File: src/rtl/hack_alu_mul_seq_if.sv
// rtl/hack_alu_mul_seq_if.sv - valid/ready operand and result bundle for hack_alu_mul_seq
interface hack_alu_mul_seq_if;
  logic        in_valid;
  logic        in_ready;
  logic [15:0] a;
  logic [15:0] b;
  logic        out_valid;
  logic        out_ready;
  logic [15:0] result;
  logic        zr;
  logic        ng;
  logic        busy;

  modport master (
    output in_valid, a, b, out_ready,
    input  in_ready, out_valid, result, zr, ng, busy
  );

  modport slave (
    input  in_valid, a, b, out_ready,
    output in_ready, out_valid, result, zr, ng, busy
  );
endinterface

File: src/rtl/hack_alu_mul_seq.sv
// rtl/hack_alu_mul_seq.sv - shift-add 16x16 multiply sequencer on one HackALU
// Optional HACK_MUL_EARLY_EXIT_EN: stop once no set multiplier bits remain.
module hack_alu (
  input  logic [15:0] x,
  input  logic [15:0] y,
  input  logic        zx,
  input  logic        nx,
  input  logic        zy,
  input  logic        ny,
  input  logic        f,
  input  logic        no,
  output logic [15:0] out
);
  logic [15:0] xz, xn, yz, yn, fo;

  always_comb begin
    xz  = zx ? 16'h0000 : x;
    xn  = nx ? ~xz : xz;
    yz  = zy ? 16'h0000 : y;
    yn  = ny ? ~yz : yz;
    fo  = f ? (xn + yn) : (xn & yn);
    out = no ? ~fo : fo;
  end
endmodule

module hack_alu_mul_seq #(
  parameter int N_BITS = 16
) (
  input logic                clk,
  input logic                rst,
  hack_alu_mul_seq_if.slave  bus
);
  typedef enum logic [1:0] {IDLE, ADD, DBL, DONE} state_t;

  localparam logic [15:0] MASK     = 16'((32'd1 << N_BITS) - 32'd1);
  localparam logic [3:0]  CNT_LAST = 4'(N_BITS - 1);

  state_t      state;
  logic [15:0] acc, mcand, mplier;
  logic [3:0]  cnt;
  logic        in_ready_q, out_valid_q, busy_q, zr_q, ng_q;
  logic [15:0] result_q;
  logic [15:0] alu_x, alu_out;
  logic        dbl_exit;
  logic [15:0] b_used;

  // Both ALU cycles are plain additions; only the x operand changes.
  assign alu_x  = (state == DBL) ? mcand : acc;
  assign b_used = bus.b & MASK;

  hack_alu u_alu (
    .x  (alu_x),
    .y  (mcand),
    .zx (1'b0),
    .nx (1'b0),
    .zy (1'b0),
    .ny (1'b0),
    .f  (1'b1),
    .no (1'b0),
    .out(alu_out)
  );

`ifdef HACK_MUL_EARLY_EXIT_EN
  assign dbl_exit = (cnt == CNT_LAST) || (mplier[15:1] == 15'd0);
`else
  assign dbl_exit = (cnt == CNT_LAST);
`endif

  always_ff @(posedge clk or posedge rst) begin
    if (rst) begin
      state       <= IDLE;
      acc         <= 16'h0000;
      mcand       <= 16'h0000;
      mplier      <= 16'h0000;
      cnt         <= 4'd0;
      in_ready_q  <= 1'b1;
      out_valid_q <= 1'b0;
      busy_q      <= 1'b0;
      result_q    <= 16'h0000;
      zr_q        <= 1'b1;
      ng_q        <= 1'b0;
    end else begin
      case (state)
        IDLE: begin
          if (bus.in_valid) begin
            mcand      <= bus.a;
            mplier     <= b_used;
            acc        <= 16'h0000;
            cnt        <= 4'd0;
            in_ready_q <= 1'b0;
            busy_q     <= 1'b1;
`ifdef HACK_MUL_EARLY_EXIT_EN
            // Zero multiplier skips ADD; the lone DBL cycle exits at once with acc=0.
            state      <= (b_used == 16'h0000) ? DBL : ADD;
`else
            state      <= ADD;
`endif
          end
        end
        ADD: begin
          if (mplier[0]) acc <= alu_out;
          state <= DBL;
        end
        DBL: begin
          mcand  <= alu_out;
          mplier <= mplier >> 1;
          cnt    <= cnt + 4'd1;
          if (dbl_exit) begin
            state       <= DONE;
            out_valid_q <= 1'b1;
            result_q    <= acc;
            zr_q        <= (acc == 16'h0000);
            ng_q        <= acc[15];
          end else begin
            state <= ADD;
          end
        end
        DONE: begin
          if (bus.out_ready) begin
            state       <= IDLE;
            out_valid_q <= 1'b0;
            in_ready_q  <= 1'b1;
            busy_q      <= 1'b0;
          end
        end
        default: state <= IDLE;
      endcase
    end
  end

  assign bus.in_ready  = in_ready_q;
  assign bus.out_valid = out_valid_q;
  assign bus.busy      = busy_q;
  assign bus.result    = result_q;
  assign bus.zr        = zr_q;
  assign bus.ng        = ng_q;
endmodule

File: src/flat_wrapper.sv
// flat-port wrapper written by rule: the top's interface ports become plain ports
module hack_alu_mul_seq_flat 
#(
  parameter int N_BITS = 16
)
  (clk, rst, bus_in_valid, bus_a, bus_b, bus_out_ready, bus_in_ready, bus_out_valid, bus_result, bus_zr, bus_ng, bus_busy);
  hack_alu_mul_seq_if bus_i ();
  input logic clk;
  input logic rst;
  input wire logic [$bits(bus_i.in_valid)-1:0] bus_in_valid;
  input wire logic [$bits(bus_i.a)-1:0] bus_a;
  input wire logic [$bits(bus_i.b)-1:0] bus_b;
  input wire logic [$bits(bus_i.out_ready)-1:0] bus_out_ready;
  output wire logic [$bits(bus_i.in_ready)-1:0] bus_in_ready;
  output wire logic [$bits(bus_i.out_valid)-1:0] bus_out_valid;
  output wire logic [$bits(bus_i.result)-1:0] bus_result;
  output wire logic [$bits(bus_i.zr)-1:0] bus_zr;
  output wire logic [$bits(bus_i.ng)-1:0] bus_ng;
  output wire logic [$bits(bus_i.busy)-1:0] bus_busy;
  assign bus_i.in_valid = bus_in_valid;
  assign bus_i.a = bus_a;
  assign bus_i.b = bus_b;
  assign bus_i.out_ready = bus_out_ready;
  assign bus_in_ready = bus_i.in_ready;
  assign bus_out_valid = bus_i.out_valid;
  assign bus_result = bus_i.result;
  assign bus_zr = bus_i.zr;
  assign bus_ng = bus_i.ng;
  assign bus_busy = bus_i.busy;
  hack_alu_mul_seq #(.N_BITS(N_BITS)) u_core (.clk(clk), .rst(rst), .bus(bus_i));
endmodule
File: config.mk
export PLATFORM = sky130hd
export DESIGN_NAME = hack_alu_mul_seq_flat
export DESIGN_NICKNAME = d
export VERILOG_FILES = /design/src/rtl/hack_alu_mul_seq_if.sv /design/src/rtl/hack_alu_mul_seq.sv /design/src/flat_wrapper.sv
export SDC_FILE = /design/constraint.sdc
export NUM_CORES = 1
export LEC_CHECK = 0
export ABC_AREA = 1
export CAP_MARGIN = 5
export CORE_ASPECT_RATIO = 1.5
export CORE_UTILIZATION = 65
export CTS_BUF_LIST = sky130_fd_sc_hd__clkbuf_2
export DETAILED_ROUTE_END_ITERATION = 7
export DONT_BUFFER_PORTS = 1
export GPL_TIMING_DRIVEN = 0
export PLACE_DENSITY_LB_ADDON = 0.15
export REMOVE_ABC_BUFFERS = 1
export SLEW_MARGIN = 10
export SYNTH_ARGS = -nofsm -noshare
export SYNTH_HDL_FRONTEND = slang
export SYNTH_SLANG_ARGS = --single-unit
File: constraint.sdc
create_clock -name clk -period 7.15 [get_ports clk]
set_input_delay 0.715 -clock clk [delete_from_list [all_inputs] [get_ports clk]]
set_output_delay 0.715 -clock clk [all_outputs]
set_load 0.05 [all_outputs]
==> impl_metrics.tcl <==
set metrics [dict create \
    wl_per_cell_um 13.6 \
    synth_edf_count 0 \
    p_leak_uw 0.00231 \
    grt_remaining_overflow 0 \
    timing.rr.end "u_core.mcand[12]$_DFFE_PP0P_" \
    cp.required_ns 7.61 \
    grt_first_pass_wirelength_um 15200 \
    cpPeakStageDelay_ns 0.70 \
    area.growth.synth_to_final_pct 3.09 \
    io_pins 57 \
    vias 3701 \
    cp_top_family "simple AND/OR/NAND/NOR gates" \
    cts_hold_repair.buffers 0 \
    cts_sinks 74 \
    clkSlewWorstSetupHoldPaths_ns 0.21 \
    htreeDepth 3 \
    tns_ns 0 \
    antenna_found_initial 0 \
    cts_tree "done" \
    powerDensity_nw_per_um2 522 \
    setup_viol 0 \
    reg2regPathDepth 15 \
    die_area_sq_um 6940 \
    vdd_ir_drop_max_mv 0.292 \
    synth_seq_area_share_pct 43.2 \
    cts_resized 0 \
    drt_iter0_markers 227 \
    drt-pass1-iter-count 4 \
    fin_crit_ns 3.53 \
    track_usage_pct 29.6 \
    power_uw 2310 \
    cp-start-kind "flip-flop" \
    ant_nets 0 \
    ys_types 32 \
    syn-cell-area_sq_um 4290 \
    critPathArrivalTime_ns 3.99 \
    fin_nets 645 \
    crit_slowest_cell "dfrtp_1" \
    die_w_um 68.4 \
    syn_area_per_cell_sq_um 7.22 \
    cts_setup_buffers 0 \
    clock.fmax_ghz 0.284 \
    final_cell_mix "201 x nand2_1, 72 x inv_1, 72 x dfrtp_1, 50 x nor2_1, 44 x o21ai_0" \
    async_flop_share_pct 100 \
    place_area_sq_um 4320 \
    dpl.hpwl_um 6460 \
    std_cell_rows 35 \
    cap_violations 0 \
    fillers 544 \
    gp_congestion 0.906 \
    synthCells 595 \
    clk_path_buf_depth 2 \
    critPathMaxFanout 35 \
    clockRootBuffer "clkbuf_2" \
    hold_path.class "input port to async pin" \
    antenna_cells 0 \
    hold_ws_ns 0.0178 \
    hold_violations 0 \
    drive_gt1_share_pct 5.89 \
    cp-end-kind "flip-flop" \
    portBuffers 0 \
    finalMaxSlewViolations 0 \
    grt_setup_unrepaired "no" \
    worstSkewPairLatency_ns 0.54 \
    fin_area_sq_um 4430 \
    cp_num_buf_inv 5 \
    cp_cell_sequence "inv_2, nor2_4, buf_16, inv_2, o21ai_0, inv_1, fa_1, inv_1, nand3_1, nand2_1, nand3_1, nand4_1, nand3_1, nand2_1, nand2_1" \
    final_common_cell "nand2_1" \
    core_region_area_sq_um 6260 \
    status "complete, no violations" \
    r2r_slack_ns 3.62 \
    r2r_start "u_core.state[1]$_DFFE_PP0P_" \
    dieHeight_um 102 \
    post-route-period-util_pct 49.3 \
    drt_wl_total_um 9070 \
    crit_type "flip-flop to flip-flop" \
    initial_core_util_pct 68.6 \
    synth-seq-cells 74 \
    worstMarginPinSlew_ns 0.972 \
    post-route-util_pct 70.7 \
    drc 0 \
    grt_pass1_vias 3572 \
    post_drt_via_cell_ratio 5.54 \
    numCtsBuffers 9 \
    synth_warnings 0 \
    synth_ff_type "dfrtp_1" \
    relSlewSlack_pct 35.1 \
    fin_worst_skew_ns 0.0286 \
    grt_max_degree 64 \
]
[sequential cells by signal, summed over array words and instances (netlist names), 2 cells and up]
| name | cells |
|---|---|
| u_core.acc | 16 |
| u_core.mcand | 16 |
| u_core.mplier | 16 |
| u_core.bus.result | 15 |
| u_core.cnt | 4 |
| u_core.state | 2 |
[layer usage]
metal / wire (um) / vias up / global-route usage [%]
li1: - / 1865 / -
met1: 3700 / 1721 / 35.4
met2: 4630 / 94 / 50.2
met3: 478 / 21 / 3.38
met4: 259 / 0 / 16.5
met5: 0 / - / 0
[per-stage QoR]
| stage | cells | setup WS (ns) |
|---|---|---|
| 2_1_floorplan | 576 | 4.04 |
| 3_3_place_gp | 650 | 3.12 |
| 3_5_place_dp | 651 | 3.04 |
| 4_1_cts | 667 | 3.00 |
| 5_1_grt | 668 | 3.25 |
| 6_report | 668 | 3.62 |
[area by class of cell]
type	count	area (sq um)	area share, %
multi-input cells	422	2050	46.2
flip-flops and latches	74	1850	41.9
inverters	80	303	6.84
well taps	74	92.6	2.09
clock buffers	10	50.0	1.13
repair buffers	2	47.5	1.07
clock inverters	6	33.8	0.763
[where the power goes]
part	internal, uW	switching [uW]
combinational	501	903
sequential	573	145
clock	44.2	145
total	1120	1190
[worst register-to-register path: stages (launching register included)]
cell,delay [ns]
dfrtp_1,0.70
inv_2,0.10
nor2_4,0.52
buf_16,0.26
inv_2,0.21
o21ai_0,0.29
inv_1,0.10
fa_1,0.46
inv_1,0.10
nand3_1,0.07
nand2_1,0.14
nand3_1,0.15
nand4_1,0.13
nand3_1,0.09
nand2_1,0.09
nand2_1,0.05
[synth_stat cells (all sizes together), types with 2 or more instances]
master  instances  area [sq um]
nor3            6          30.0
dfstp           2          52.6
inv            80           300
nand2         203           767
or2             3          18.8
a21oi          26           130
dfrtp          72          1800
o21ai          55           275
o22ai           5          31.3
nand3          28           140
o211ai          2          15.0
buf             7          48.8
xnor2           5          43.8
nor4            3          18.8
clkbuf         12          45.0
nor2           54           228
nand4           4          25.0
a22o            2          17.5
ha             19           238
xor2            2          17.5
[kinds of logic after synthesis]
kind of cell             share of synthesized area, %
AO/OA/AOI/OAI                                    11.5
XOR/XNOR                                         1.43
adder cells (fa/ha/maj)                          6.00
buffers and inverters                            9.18
flip-flops                                       43.2
AND/OR/NAND/NOR                                  28.7
[worst max path at each step]
stage | startpoint | endpoint | depth (start not counted)
5_1_grt | u_core.state[1]$_DFFE_PP0P_ | u_core.mcand[12]$_DFFE_PP0P_ | 15
6_report | u_core.state[1]$_DFFE_PP0P_ | u_core.mcand[12]$_DFFE_PP0P_ | 15
4_1_cts | u_core.state[1]$_DFFE_PP0P_ | u_core.mcand[12]$_DFFE_PP0P_ | 14
3_5_place_dp | u_core.state[1]$_DFFE_PP0P_ | u_core.mcand[12]$_DFFE_PP0P_ | 14
3_3_place_gp | u_core.state[1]$_DFFE_PP0P_ | u_core.mcand[12]$_DFFE_PP0P_ | 14
2_1_floorplan | u_core.state[1]$_DFFE_PP0P_ | u_core.mcand[8]$_DFFE_PP0P_ | 14
Note: power is estimated with default switching activity, not from simulation.
